**config.mk**
```make
export PLATFORM = sky130hd
export DESIGN_NAME = fifo_uart_tx_flat
export DESIGN_NICKNAME = d
export VERILOG_FILES = /design/src/rtl/fifo_uart_tx_pkg.sv /design/src/rtl/fifo_uart_tx_if.sv /design/src/rtl/fifo_uart_tx_baud_tick.sv /design/src/rtl/fifo_uart_tx.sv /design/src/flat_wrapper.sv
export SDC_FILE = /design/constraint.sdc
export NUM_CORES = 1
export LEC_CHECK = 0
export BUFFER_PORTS_ARGS = -buffer_cell sky130_fd_sc_hd__buf_2
export CAP_MARGIN = 20
export CORE_ASPECT_RATIO = 0.8
export CORE_MARGIN = 1.5
export CORE_UTILIZATION = 56
export CTS_CLUSTER_SIZE = 8
export DETAILED_ROUTE_END_ITERATION = 8
export HOLD_SLACK_MARGIN = 0.02
export PLACE_DENSITY = 0.75
export SETUP_SLACK_MARGIN = 0.5
export SLEW_MARGIN = 20
export SYNTH_ARGS = -nofsm -noshare
export SYNTH_HDL_FRONTEND = slang
export SYNTH_SLANG_ARGS = --single-unit
```
**constraint.sdc**
```tcl
create_clock -name clk -period 2.6 [get_ports clk]
set_clock_uncertainty 0.1 [all_clocks]
set_input_delay 0 -clock clk [delete_from_list [all_inputs] [get_ports clk]]
set_output_delay 0 -clock clk [all_outputs]
set_load 0.01 [all_outputs]
```
**src/rtl/fifo_uart_tx_pkg.sv**
```systemverilog
// -----------------------------------------------------------------------------
// fifo_uart_tx_pkg
// Shared definitions for the FIFO-drain UART transmitter and the future RX
// stage: FSM state encoding and default baud divisors for a 12 MHz clock.
// -----------------------------------------------------------------------------
package fifo_uart_tx_pkg;

    typedef enum logic [2:0] {
        ST_IDLE  = 3'd0,
        ST_POP   = 3'd1,
        ST_START = 3'd2,
        ST_DATA  = 3'd3,
        ST_STOP  = 3'd4
    } tx_state_t;

    // Clock cycles per bit at 12 MHz.
    localparam int BAUD_DIV_9600   = 1250;
    localparam int BAUD_DIV_115200 = 104;

endpackage

```
**src/rtl/fifo_uart_tx_if.sv**
```systemverilog
// -----------------------------------------------------------------------------
// fifo_uart_tx_if
// Read side of the byte-wide FIFO stack.
//   FIFO_data  : head row of the FIFO
//   FIFO_empty : FIFO holds no rows
//   FIFO_busy  : FIFO is mid-operation, must not be popped
//   FIFO_pop   : one-cycle pop strobe from the consumer
// master = FIFO side, slave = consumer (the UART drain stage).
// -----------------------------------------------------------------------------
interface fifo_uart_tx_if #(
    parameter int DATA_WIDTH = 8
) ();

    logic [DATA_WIDTH-1:0] FIFO_data;
    logic                  FIFO_empty;
    logic                  FIFO_busy;
    logic                  FIFO_pop;

    modport master (
        output FIFO_data,
        output FIFO_empty,
        output FIFO_busy,
        input  FIFO_pop
    );

    modport slave (
        input  FIFO_data,
        input  FIFO_empty,
        input  FIFO_busy,
        output FIFO_pop
    );

endinterface

```
**src/rtl/fifo_uart_tx_baud_tick.sv**
```systemverilog
// -----------------------------------------------------------------------------
// fifo_uart_tx_baud_tick
// Loadable down-counter producing one bit period of BAUD_DIV cycles.
//   clk, rst_n : clock, async active-low reset (count clears to 0)
//   load       : restart the period (count <= BAUD_DIV-1)
//   tick       : high while the count is 0, i.e. the last cycle of a period
// The counter reloads itself at 0 instead of wrapping, so consecutive
// periods follow each other with no gap.
// -----------------------------------------------------------------------------
module fifo_uart_tx_baud_tick #(
    parameter int BAUD_DIV = 104
) (
    input  logic clk,
    input  logic rst_n,
    input  logic load,
    output logic tick
);

    localparam int            CW     = (BAUD_DIV > 1) ? $clog2(BAUD_DIV) : 1;
    localparam logic [CW-1:0] RELOAD = CW'(BAUD_DIV - 1);

    logic [CW-1:0] count;

    always_ff @(posedge clk or negedge rst_n) begin
        if (!rst_n) begin
            count <= '0;
        end else if (load || (count == '0)) begin
            count <= RELOAD;
        end else begin
            count <= count - CW'(1);
        end
    end

    assign tick = (count == '0);

endmodule

```
**src/rtl/fifo_uart_tx.sv**
```systemverilog
// -----------------------------------------------------------------------------
// fifo_uart_tx
// Drains the byte FIFO one row at a time and sends each row as an 8N1/8N2
// UART frame, LSB first.
//   clk, rst_n : clock, async active-low reset
//   fifo       : FIFO read side (slave modport); this block is the only popper
//   TX_enable  : gates new pops only; a frame in flight always completes
//   TX         : serial line, idle high
//   TX_busy    : high from the pop cycle to the end of the last stop bit
// All outputs are registered.
//
// State | Meaning
// IDLE  | line high, waiting for enabled, non-empty, non-busy FIFO
// POP   | pop strobe cycle; head byte already captured
// START | start bit (low) for one bit period
// DATA  | DATA_WIDTH data bits, LSB first
// STOP  | STOP_BITS bit periods high, then back to IDLE
// -----------------------------------------------------------------------------
module fifo_uart_tx
    import fifo_uart_tx_pkg::*;
#(
    parameter int BAUD_DIV   = BAUD_DIV_115200,
    parameter int STOP_BITS  = 1,
    parameter int DATA_WIDTH = 8
) (
    input  logic               clk,
    input  logic               rst_n,
    fifo_uart_tx_if.slave      fifo,
    input  logic               TX_enable,
    output logic               TX,
    output logic               TX_busy
);

    localparam int BW = (DATA_WIDTH > 1) ? $clog2(DATA_WIDTH) : 1;

    tx_state_t             state;
    logic [DATA_WIDTH-1:0] shift;
    logic [BW-1:0]         bit_cnt;
    logic                  baud_load;
    logic                  tick;

    // Start-bit period begins on the edge leaving POP.
    assign baud_load = (state == ST_POP);

    fifo_uart_tx_baud_tick #(
        .BAUD_DIV (BAUD_DIV)
    ) u_baud_tick (
        .clk   (clk),
        .rst_n (rst_n),
        .load  (baud_load),
        .tick  (tick)
    );

    always_ff @(posedge clk or negedge rst_n) begin
        if (!rst_n) begin
            state         <= ST_IDLE;
            TX            <= 1'b1;
            TX_busy       <= 1'b0;
            fifo.FIFO_pop <= 1'b0;
            shift         <= '0;
            bit_cnt       <= '0;
        end else begin
            fifo.FIFO_pop <= 1'b0;
            case (state)
                ST_IDLE: begin
                    // Byte is captured on the same edge that raises pop,
                    // before the FIFO advances its head.
                    if (TX_enable && !fifo.FIFO_empty && !fifo.FIFO_busy) begin
                        fifo.FIFO_pop <= 1'b1;
                        TX_busy       <= 1'b1;
                        shift         <= fifo.FIFO_data;
                        state         <= ST_POP;
                    end
                end
                ST_POP: begin
                    TX    <= 1'b0;
                    state <= ST_START;
                end
                ST_START: begin
                    if (tick) begin
                        TX      <= shift[0];
                        shift   <= shift >> 1;
                        bit_cnt <= '0;
                        state   <= ST_DATA;
                    end
                end
                ST_DATA: begin
                    if (tick) begin
                        if (bit_cnt == BW'(DATA_WIDTH - 1)) begin
                            TX      <= 1'b1;
                            bit_cnt <= '0;
                            state   <= ST_STOP;
                        end else begin
                            TX      <= shift[0];
                            shift   <= shift >> 1;
                            bit_cnt <= bit_cnt + BW'(1);
                        end
                    end
                end
                ST_STOP: begin
                    // bit_cnt is reused to count stop-bit periods.
                    if (tick) begin
                        if (bit_cnt == BW'(STOP_BITS - 1)) begin
                            TX_busy <= 1'b0;
                            bit_cnt <= '0;
                            state   <= ST_IDLE;
                        end else begin
                            bit_cnt <= bit_cnt + BW'(1);
                        end
                    end
                end
                default: begin
                    state <= ST_IDLE;
                end
            endcase
        end
    end

endmodule

```
**src/flat_wrapper.sv**
```systemverilog
// flat-port wrapper written by rule: the top's interface ports become plain ports
module fifo_uart_tx_flat import fifo_uart_tx_pkg::*;
#(
    parameter int BAUD_DIV   = BAUD_DIV_115200,
    parameter int STOP_BITS  = 1,
    parameter int DATA_WIDTH = 8
)
  (clk, rst_n, TX_enable, TX, TX_busy, fifo_FIFO_data, fifo_FIFO_empty, fifo_FIFO_busy, fifo_FIFO_pop);
  fifo_uart_tx_if #(.DATA_WIDTH(DATA_WIDTH)) fifo_i ();
  input  logic clk;
  input  logic rst_n;
  input  logic TX_enable;
  output logic TX;
  output logic TX_busy;
  input wire logic [$bits(fifo_i.FIFO_data)-1:0] fifo_FIFO_data;
  input wire logic [$bits(fifo_i.FIFO_empty)-1:0] fifo_FIFO_empty;
  input wire logic [$bits(fifo_i.FIFO_busy)-1:0] fifo_FIFO_busy;
  output wire logic [$bits(fifo_i.FIFO_pop)-1:0] fifo_FIFO_pop;
  assign fifo_i.FIFO_data = fifo_FIFO_data;
  assign fifo_i.FIFO_empty = fifo_FIFO_empty;
  assign fifo_i.FIFO_busy = fifo_FIFO_busy;
  assign fifo_FIFO_pop = fifo_i.FIFO_pop;
  fifo_uart_tx #(.BAUD_DIV(BAUD_DIV), .STOP_BITS(STOP_BITS), .DATA_WIDTH(DATA_WIDTH)) u_core (.clk(clk), .rst_n(rst_n), .fifo(fifo_i), .TX_enable(TX_enable), .TX(TX), .TX_busy(TX_busy));
endmodule
```
==> results.sh <==
export IMPL_status="finished, final reports clean"
export IMPL_fillers=159
export IMPL_synthArstFlopShare_pct=100.0
export IMPL_yosysSeqAreaShare_pct=45.38
export IMPL_rows=15
export IMPL_power_mw=0.5956
export IMPL_wire_per_inst_um=14.70
export IMPL_grt_pass1_vias=925
export IMPL_path_clk_slew_ns=0.14
export IMPL_ios=16
export IMPL_synthFlopType="dfrtp_1"
export IMPL_ant_nets=0
export IMPL_track_usage_pct=21.23
export IMPL_vias=1006
export IMPL_r2r_slack_ns=0.54
export IMPL_hpwl_mm=1.806
export IMPL_antenna_found_initial=0
export IMPL_cpLargestDelayFamily="flip-flops"
export IMPL_cts_tree="built"
export IMPL_hold_end="u_core.shift[7]$_DFFE_PN0P_"
export IMPL_cp_cell_sequence="ha_1 -> ha_1 -> and2_1 -> o31ai_4 -> buf_6 -> mux2_2"
export IMPL_first_iter_violations=71
export IMPL_worst_slack_ns=0.5401
export IMPL_root_buffer="clkbuf_4"
export IMPL_end_kind="flip-flop"
export IMPL_peakVddDrop_uv=291.8
export IMPL_layout_cells_non_filler=176
export IMPL_grt_overflow_total=0
export IMPL_worstMarginPinSlew_ns=0.5851
export IMPL_pre_cts_ws_ns=0.4065
export IMPL_yosys_top_cells_count="23 x dfrtp_1, 14 x mux2_2, 9 x nand2_1"
export IMPL_setup_viol=0
export IMPL_startpoint_type="flip-flop"
export IMPL_dpl_cell_count=159
export IMPL_cp_max_fo=7
export IMPL_clkLatencyLatePin_ns=0.32
export IMPL_critPathKind="reg2reg"
export IMPL_syn_cell_area_sq_um=1326
export IMPL_synth_edff_count=0
export IMPL_die_width_um=57.41
export IMPL_viasPerCell=5.716
export IMPL_cpMostUsedCell="ha_1"
export IMPL_dieArea_sq_um=2671
export IMPL_cts_sinks=24
export IMPL_ys_ff_latch=24
export IMPL_max_cap_violations=0
export IMPL_grt_pass1_wl_mm=4.215
export IMPL_wirelength_mm=2.588
export IMPL_critPathMaxStageDelay_ns=0.44
export IMPL_hold_start="fifo_FIFO_empty"
export IMPL_fin_setup_tns_ns=0
export IMPL_post_route_util_pct=72.36
export IMPL_numCtsBuffers=3
export IMPL_clock_fmax_ghz=0.4855
export IMPL_yosys_area_top_type="dfrtp_1"
export IMPL_hold_class="in2reg"
export IMPL_synth_area_leaders="dfrtp_1 43%, mux2_2 12%, ha_1 5.7%"
export IMPL_area_growth_pct=19.81
export IMPL_drc=0
export IMPL_die_y_um=46.53
export IMPL_cts_htree_levels=1
export IMPL_final_min_clock_period_ns=2.060
export IMPL_grt_max_degree=25
export IMPL_r2r_cells=6
export IMPL_yosysTopAreaCellShare_pct=43.40
export IMPL_final_layout_size_suffix_gt1_share_pct=29.80
export IMPL_cts_max_path_buffers=2
export IMPL_r2r_start="u_core.bit_cnt[1]$_DFFE_PN0P_"
export IMPL_reg2reg_to="u_core.shift[5]$_DFFE_PN0P_"
export IMPL_core_sq_um=2196
export IMPL_power_density_nw_per_um2=374.8
export IMPL_cp_arrival_ns=2.16
export IMPL_antenna_cells=0
export IMPL_period_share_pct=79.23
export IMPL_first_pass_iters=4
export IMPL_synth_area_per_cell_sq_um=10.70
export IMPL_synthCells=124
export IMPL_synth_cell_types=40
export IMPL_fin_nets=171
export IMPL_hold_viol=0
export IMPL_start_util_pct=60.40
export IMPL_relSlewSlack_pct=60.87
export IMPL_cp_num_buf_inv=1
export IMPL_yosysMostFrequentCell="dfrtp_1"
export IMPL_port_buffers=15
export IMPL_cpMaxStageDelayCell="dfrtp_1"
export IMPL_gp_congestion=0.8113
export IMPL_grt_setup_unrepaired="false"
export IMPL_synth_warnings=0
export IMPL_p_leak_nw=0.7781
export IMPL_synth_nets=143
export IMPL_min_path_cells=4
export IMPL_cp_data_required_time_ns=2.70
export IMPL_drv_slew=0
==> metal layers <==
metal,global-route usage [%],part of all wire [%],vias to the layer above
met3,5.337,5.4,2
met1,28.42,46,463
met5,0,0,-
met2,34.55,48,37
met4,6.047,0.58,0
li1,-,-,504
==> registers in the layout (all words and copies together), names as in the netlist <==
| register | cells |
|---|---|
| u_core.TX | 1 |
| u_core.TX_busy | 1 |
| u_core.bit_cnt | 3 |
| u_core.fifo.FIFO_pop | 1 |
| u_core.shift | 8 |
| u_core.state | 3 |
| u_core.u_baud_tick.count | 7 |
==> layout by cell type, fill, tap and decap left out, types with 2 or more instances in the layout <==
master and count:
a21oi_1 4, buf_4 2, nor2_1 8, xnor2_1 2, a32oi_1 2, nor3_1 2
mux2_2 14, clkbuf_4 3, buf_2 15, nand2_1 9, o21ai_0 7, nor2b_1 2
ha_1 6, inv_1 8, xor2_1 2, dfrtp_1 23, nand3_1 2, o221ai_1 2
nand2b_1 2, dlygate4sd3_1 11
==> worst register-to-register path, stage by stage, from the launching register on <==
cell     delay, ns
dfrtp_1       0.44
ha_1          0.23
ha_1          0.20
and2_1        0.22
o31ai_4       0.24
buf_6         0.16
mux2_2        0.34
==> layout make-up <==
class	count	area [sq um]	share of cell area [%]
inverter	8	30.03	1.890
tap	25	31.28	1.969
sequential	24	601.8	37.87
timing repair buffer	29	211.5	13.31
clock buffer	4	36.28	2.283
multi-input combinational	86	678.2	42.68
==> report_power, final <==
part / leakage (nW) / internal, mW / switching, mW
logic: 0.456 / 0.0168 / 0.0113
registers: 0.301 / 0.373 / 0
clock network: 0.0210 / 0.0856 / 0.109
==> stage by stage <==
stage | instance area [sq um] | hold WS, ns
3_3_place_gp | 1415 | -0.09852
5_1_grt | 1589 | 0.04086
6_report | 1589 | 0.02364
2_1_floorplan | 1326 | -0.3956
3_5_place_dp | 1415 | -0.09611
4_1_cts | 1577 | 0.03019
==> logic make-up after synthesis <==
kind of cell	after synthesis	share of synthesized area (%)
and+or+nand+nor	34	14.44
AOI/OAI and AO/OA	27	15.10
DFF	24	45.38
muxes	15	12.64
buffers and inverters	14	4.151
adders and majority gates	6	5.660
xor gates and xnor gates	4	2.642
==> what timing repair did <==
| item | 4_1_cts | 5_1_grt |
|---|---|---|
| hold buffers | 11 | 0 |
| buffers inserted | 2 | 0 |
| endpoints found under the hold margin | 33 | 0 |
| pin swaps | 1 | 0 |
| resized for setup | 0 | 3 |
| endpoints found under the setup margin | 7 | 9 |
==> worst max path at each step <==
stage                                          startpoint  slack, ns                           to  cells after the start
floorplan                   u_core.bit_cnt[0]$_DFFE_PN0P_       0.65  u_core.shift[0]$_DFFE_PN0P_                      5
global placement    u_core.u_baud_tick.count[0]$_DFF_PN0_       0.52  u_core.shift[2]$_DFFE_PN0P_                      6
detailed placement  u_core.u_baud_tick.count[0]$_DFF_PN0_       0.41  u_core.shift[5]$_DFFE_PN0P_                      6
CTS                           u_core.state[2]$_DFFE_PN0P_       0.52   u_core.TX_busy$_DFFE_PN0P_                      5
global route                u_core.bit_cnt[1]$_DFFE_PN0P_       0.50  u_core.shift[2]$_DFFE_PN0P_                      6
finish                      u_core.bit_cnt[1]$_DFFE_PN0P_       0.54  u_core.shift[5]$_DFFE_PN0P_                      6
(Power assumes the default switching activity.)
